## config.mk

```make
export PLATFORM = sky130hd
export DESIGN_NAME = ov_stream_gen
export DESIGN_NICKNAME = d
export VERILOG_FILES = /design/src/rtl/ov_stream_pkg.sv /design/src/rtl/ov_pattern_gen.sv /design/src/rtl/ov_stream_gen.sv
export SDC_FILE = /design/constraint.sdc
export NUM_CORES = 1
export LEC_CHECK = 0
export CAP_MARGIN = 20
export CORE_ASPECT_RATIO = 0.8
export CORE_MARGIN = 3
export CORE_UTILIZATION = 50
export CTS_BUF_LIST = sky130_fd_sc_hd__clkbuf_8
export CTS_CLUSTER_SIZE = 14
export DETAILED_ROUTE_END_ITERATION = 8
export PLACE_DENSITY = 0.84
export SETUP_SLACK_MARGIN = 0.3
export SLEW_MARGIN = 20
export SYNTH_ARGS = -nofsm -noshare
export SYNTH_HDL_FRONTEND = slang
export SYNTH_SLANG_ARGS = --single-unit
```

## constraint.sdc

```tcl
create_clock -name clk_100MHz -period 3.2 [get_ports clk_100MHz]
set_clock_uncertainty 0.05 [all_clocks]
set_input_delay 0.48 -clock clk_100MHz [delete_from_list [all_inputs] [get_ports clk_100MHz]]
set_output_delay 0.48 -clock clk_100MHz [all_outputs]
set_load 0.05 [all_outputs]
```

## src/rtl/ov_stream_pkg.sv

```systemverilog
// Shared types and default timing for the OV-style camera stream generator.
package ov_stream_pkg;

    localparam int unsigned H_ACTIVE_DEF     = 160;
    localparam int unsigned V_ACTIVE_DEF     = 120;
    localparam int unsigned H_BLANK_DEF      = 16;
    localparam int unsigned V_SYNC_LINES_DEF = 3;
    localparam int unsigned V_BP_LINES_DEF   = 2;

    typedef enum logic [2:0] {
        StIdle,
        StVsync,
        StVbp,
        StAct,
        StHbl
    } state_t;

    typedef struct packed {
        logic [4:0] r5;
        logic [5:0] g6;
        logic [4:0] b5;
    } pixel565_t;

    // RGB565 is sent high byte first: {R,G[5:3]} then {G[2:0],B}.
    function automatic logic [7:0] pixel_byte(input pixel565_t p, input logic lo);
        return lo ? {p.g6[2:0], p.b5} : {p.r5, p.g6[5:3]};
    endfunction

endpackage

```

## src/rtl/ov_pattern_gen.sv

```systemverilog
// Combinational test-pattern source: coordinate gradient by default, or a
// black/white checkerboard when PATTERN_CHECKER_EN is defined.
module ov_pattern_gen
    import ov_stream_pkg::*;
(
    input  logic [4:0] i_x,
    input  logic [5:0] i_y,
    input  logic [7:0] i_frame_cnt,
    output pixel565_t  o_pixel
);

`ifdef PATTERN_CHECKER_EN
    logic w_unused;
    assign w_unused = ^{i_x[4], i_x[2:0], i_y[5:4], i_y[2:0], i_frame_cnt};
    assign o_pixel  = (i_x[3] ^ i_y[3]) ? pixel565_t'(16'hFFFF) : pixel565_t'(16'h0000);
`else
    logic w_unused;
    assign w_unused = ^i_frame_cnt[7:5];
    assign o_pixel  = '{r5: i_x, g6: i_y, b5: i_frame_cnt[4:0]};
`endif

endmodule

```

## src/rtl/ov_stream_gen.sv

```systemverilog
// OV-camera-like byte stream generator (pclk = clk/4, vsync/HREF/data).
// Pixel pattern selected by PATTERN_CHECKER_EN; timing is identical either way.
module ov_stream_gen
    import ov_stream_pkg::*;
#(
    parameter int unsigned H_ACTIVE     = H_ACTIVE_DEF,
    parameter int unsigned V_ACTIVE     = V_ACTIVE_DEF,
    parameter int unsigned H_BLANK      = H_BLANK_DEF,
    parameter int unsigned V_SYNC_LINES = V_SYNC_LINES_DEF,
    parameter int unsigned V_BP_LINES   = V_BP_LINES_DEF
) (
    input  logic       clk_100MHz,
    input  logic       rst_n,
    input  logic       start,
    input  logic       continuous,
    output logic       pclk,
    output logic       vsync,
    output logic       hsync,
    output logic [7:0] data,
    output logic       busy,
    output logic       frame_done,
    output logic [7:0] frame_cnt
);

    localparam int unsigned LINE_T = 2 * H_ACTIVE + H_BLANK;
    localparam int unsigned TW     = $clog2(LINE_T + 1);
    localparam int unsigned V_MAX0 = (V_ACTIVE > V_SYNC_LINES) ? V_ACTIVE : V_SYNC_LINES;
    localparam int unsigned V_MAX  = (V_MAX0 > V_BP_LINES) ? V_MAX0 : V_BP_LINES;
    localparam int unsigned LW     = $clog2(V_MAX + 1);

    state_t        r_state, w_state_d;
    logic [1:0]    r_div;
    logic [TW-1:0] r_tcnt, w_tcnt_d;
    logic [LW-1:0] r_lcnt, w_lcnt_d;
    logic          r_start, w_start_d;
    logic [7:0]    r_frame_cnt;
    logic          w_tick, w_line_end, w_frame_end;
    logic [4:0]    w_x;
    logic [5:0]    w_y;
    pixel565_t     w_pixel;

    assign w_tick     = (r_div == 2'd3);
    assign w_line_end = (r_tcnt == TW'(LINE_T - 1));

    // The start latch only lives in IDLE, so a start seen while busy is dropped.
    assign w_start_d = (r_state == StIdle) && !w_tick && (r_start || start);

    always_ff @(posedge clk_100MHz or negedge rst_n) begin
        if (!rst_n) begin
            r_div       <= '0;
            r_state     <= StIdle;
            r_tcnt      <= '0;
            r_lcnt      <= '0;
            r_start     <= 1'b0;
            r_frame_cnt <= '0;
        end else begin
            r_div   <= r_div + 2'd1;
            r_start <= w_start_d;
            if (w_tick) begin
                r_state <= w_state_d;
                r_tcnt  <= w_tcnt_d;
                r_lcnt  <= w_lcnt_d;
            end
            if (w_frame_end) begin
                r_frame_cnt <= r_frame_cnt + 8'd1;
            end
        end
    end

    // r_tcnt counts ticks within the current phase; r_lcnt counts lines (or y in ACT/HBL).
    always_comb begin
        w_state_d   = r_state;
        w_tcnt_d    = r_tcnt + TW'(1);
        w_lcnt_d    = r_lcnt;
        w_frame_end = 1'b0;
        unique case (r_state)
            StIdle: begin
                w_tcnt_d = '0;
                w_lcnt_d = '0;
                if (r_start || start) begin
                    w_state_d = StVsync;
                end
            end
            StVsync: begin
                if (w_line_end) begin
                    w_tcnt_d = '0;
                    if (r_lcnt == LW'(V_SYNC_LINES - 1)) begin
                        w_lcnt_d  = '0;
                        w_state_d = StVbp;
                    end else begin
                        w_lcnt_d = r_lcnt + LW'(1);
                    end
                end
            end
            StVbp: begin
                if (w_line_end) begin
                    w_tcnt_d = '0;
                    if (r_lcnt == LW'(V_BP_LINES - 1)) begin
                        w_lcnt_d  = '0;
                        w_state_d = StAct;
                    end else begin
                        w_lcnt_d = r_lcnt + LW'(1);
                    end
                end
            end
            StAct: begin
                if (r_tcnt == TW'(2 * H_ACTIVE - 1)) begin
                    w_tcnt_d  = '0;
                    w_state_d = StHbl;
                end
            end
            StHbl: begin
                if (r_tcnt == TW'(H_BLANK - 1)) begin
                    w_tcnt_d = '0;
                    if (r_lcnt != LW'(V_ACTIVE - 1)) begin
                        w_lcnt_d  = r_lcnt + LW'(1);
                        w_state_d = StAct;
                    end else begin
                        w_lcnt_d    = '0;
                        w_frame_end = w_tick;
                        w_state_d   = continuous ? StVsync : StIdle;
                    end
                end
            end
            default: begin
                w_state_d = StIdle;
            end
        endcase
    end

    assign w_x = 5'(r_tcnt >> 1);
    assign w_y = 6'(r_lcnt);

    ov_pattern_gen u_pattern_gen (
        .i_x         (w_x),
        .i_y         (w_y),
        .i_frame_cnt (r_frame_cnt),
        .o_pixel     (w_pixel)
    );

    assign pclk       = r_div[1];
    assign vsync      = (r_state == StVsync);
    assign hsync      = (r_state == StAct);
    assign data       = hsync ? pixel_byte(w_pixel, r_tcnt[0]) : 8'h00;
    assign busy       = (r_state != StIdle);
    assign frame_done = w_frame_end;
    assign frame_cnt  = r_frame_cnt;

endmodule

```

==> flow_metrics.tcl <==
set metrics [dict create \
    clk_pin_slew_ns 0.06 \
    seq_power_share_pct 48.1 \
    cts_resized 0 \
    criticalPathCategory "reg2out" \
    dpl.hpwl_mm 2.90 \
    worstPathMaxFanout 14 \
    post-place-ws_ns 0.657 \
    cp.required_ns 2.67 \
    p_clk_share_pct 48.3 \
    ioPinCount 25 \
    ys_seq_area_share_pct 39.1 \
    grt_overflow_total 0 \
    cp-end-kind "primary output" \
    fin_nets 228 \
    drtAntennaViolNets 0 \
    worst_slack_ns 0.429 \
    p_per_area_mw_per_mm2 347 \
    fmax_mhz 361 \
    syn_area_per_cell_um2 10.2 \
    synth-seq-cells 30 \
    synthArstFlopShare_pct 100 \
    dpl_cell_area_mm2 0.00218 \
    worst_ep_arrival_time_ns 2.24 \
    root_buffer "clkbuf_8" \
    final.setup.tns_ns 0 \
    grt_pass1_wl_mm 6.71 \
    rsz0062_at_grt "no" \
    syn_inst 189 \
    postCtsSetupBuffers 0 \
    whs_ns 0.367 \
    post_drt_wl_per_cell_um 15.9 \
    wirelength_mm 4.12 \
    worstSkewPairLatency_ns 0.28 \
    ir_worst_vdd_uv 264 \
    wl_met2_mm 1.72 \
    initial_core_util_pct 53.9 \
    antenna_found_initial 0 \
    finalHoldViolCount 0 \
    drv_slew 0 \
    hp-class "reg2reg" \
    yosysUniqueCellTypes 56 \
    start_kind "flip-flop" \
    min_period_ns 2.77 \
    port_buffers 24 \
    crit_slowest_cell "clkdlybuf4s50_1" \
    p_leak_nw 1.00 \
    synth_edf_count 0 \
    cts_buffers 5 \
    drtPass1Iterations 4 \
    fp-row-count 19 \
    area_delta_synth_final_pct 21.0 \
    status "finished clean" \
    wl_met3_um 268 \
    n_antenna_cell 0 \
    drc 0 \
    switching_share_pct 20.3 \
    power_frac_comb_pct 3.7 \
    stdcell_area_mm2 0.00232 \
    via_per_inst 5.94 \
    via_count 1544 \
    crit_chain "nand3b_2, nor2_1, clkdlybuf4s50_1" \
    die_x_um 75.3 \
    first_global_vias 1406 \
    clk_path_buf_depth 2 \
    holdBufCountCts 0 \
    coreArea_mm2 0.00357 \
    slowest_delay_ns 0.82 \
    fp.dieArea_mm2 0.00463 \
    yosysWarnings 0 \
    ctsHtreeMaxLevel 2 \
    top_layer "met4" \
    syn-num-nets 199 \
    drive_above_1_share_pct 13.8 \
    internal_power_uw 642 \
    grt_usage_pct 19.6 \
    crit_family "buffers and inverters" \
    gp_congestion 0.911 \
    setup_violations 0 \
    syn-cell-area_mm2 0.00192 \
    fin_crit_sh_pct 86.6 \
    fill_cells 270 \
    slew_headroom_pct 66.1 \
    drt_iter0_drc 169 \
    critical_path_buf_inv_count 1 \
    switchingPower_uw 164 \
    die_h_um 61.4 \
    cts.sinks 30 \
    max_cap_violations 0 \
    met1_length_mm 2.06 \
    synth_ff_type "dfrtp_1" \
    cts_tree "done" \
    tightestPinTransition_ns 0.506 \
    grt_max_degree 31 \
]
[cell usage in the layout, fill, tap and decap left out, types with 2 or more instances in the layout]
cell type / n
o22ai_1: 2
clkdlybuf4s50_1: 23
nor3_2: 3
mux2_1: 3
xor2_1: 4
a21oi_1: 4
nand3_1: 8
clkbuf_8: 6
and3_1: 5
dfrtp_1: 30
a22o_1: 2
o41ai_2: 2
nor3_1: 2
o21a_1: 2
o21ai_0: 2
mux2i_1: 8
nand3b_1: 2
ha_1: 6
nand4_1: 9
o21ai_1: 4
xnor2_1: 7
inv_1: 8
nand2_1: 10
nor3b_1: 2
buf_4: 6
nor2_1: 24
a22oi_1: 2
nand2b_1: 3
[worst register-to-register path, delay by kind of cell (launching register included)]
kind	cells	cell delay (ns)
muxes	1	0.28
DFF	1	0.54
adders and majority gates	1	0.26
and+or+nand+nor	2	0.28
AOI/OAI and AO/OA	2	0.87
[power by group through the flow]
stage	logic, mW	registers (mW)	clock network [mW]
floorplan	0.0161	0.392	0
global placement	0.0299	0.394	0
detailed placement	0.0303	0.394	0
CTS	0.0304	0.387	0.394
global route	0.0334	0.388	0.412
finish	0.0296	0.387	0.389
[cell families after synthesis]
| kind of cell | Yosys count | synth area share [%] |
|---|---|---|
| xor+xnor | 12 | 6.45 |
| flops | 30 | 39.1 |
| simple gates | 79 | 23.5 |
| fa+ha+maj | 6 | 3.91 |
| mux | 12 | 6.51 |
| buf+inv | 16 | 4.56 |
| compound gates | 34 | 16.0 |
[per-layer routing]
layer / track usage (%) / vias to the layer above
li1: - / 751
met1: 29.3 / 736
met2: 27.1 / 50
met3: 5.38 / 7
met4: 6.73 / 0
met5: 0 / -
[stage by stage]
stage	total power, mW	utilization, %	std cells
floorplan	0.408	-	189
global placement	0.424	61.2	249
detailed placement	0.424	61.2	249
CTS	0.811	64.3	256
global route	0.833	65.2	260
finish	0.806	65.2	260
[layout make-up]
| type | count | area [um^2] | area share (%) |
|---|---|---|---|
| inverters | 8 | 30.0 | 1.29 |
| multi-input cells | 143 | 1080 | 46.6 |
| flip-flops and latches | 30 | 751 | 32.3 |
| well taps | 42 | 52.6 | 2.26 |
| clock buffers | 6 | 82.6 | 3.55 |
| repair buffers | 30 | 295 | 12.7 |
| clock inverters | 1 | 30.0 | 1.29 |
[sequential cells by signal, indices dropped and copies added, names as in the netlist]
register	cells
frame_cnt	8
r_div	2
r_lcnt	7
r_start	1
r_state	3
r_tcnt	9
[worst paths after layout]
path	from	end	slack, ns	depth (start not counted)
setup / recovery	r_state[2]$_DFFE_PN0P_	data[0]	0.43	3
hold / removal	r_div[0]$_DFF_PN0_	r_div[0]$_DFF_PN0_	0.37	1
setup reg to reg	r_tcnt[0]$_DFFE_PN0N_	r_tcnt[0]$_DFFE_PN0N_	0.80	6
hold reg to reg	r_div[0]$_DFF_PN0_	r_div[0]$_DFF_PN0_	0.37	1
max in group asynchronous	rst_n	r_tcnt[0]$_DFFE_PN0N_	2.28	2
min in group asynchronous	rst_n	r_tcnt[1]$_DFFE_PN0N_	0.54	2
[synth_stat cells (all sizes together) (2+ instances only)]
cell	instances	share of area (%)
and2	2	0.78
nor2	24	4.7
xnor2	8	4.6
nand2	10	2.0
nor3b	2	0.78
inv	8	1.6
mux2	4	2.3
a22o	2	0.91
nand4	9	2.9
nor4	2	1.4
ha	6	3.9
o32ai	2	1.9
mux2i	8	4.2
nand3	8	2.1
buf	6	2.6
a22oi	2	0.78
o21a	2	0.78
nor3	5	2.1
clkbuf	2	0.39
and3	5	1.6
nand3b	3	1.4
xor2	4	1.8
o41ai	2	1.7
o21ai	7	2.0
a21oi	4	1.0
o22ai	2	0.65
nand2b	4	1.7
o211ai	2	1.0
dfrtp	30	39
Power figures use the tool's default switching activity.
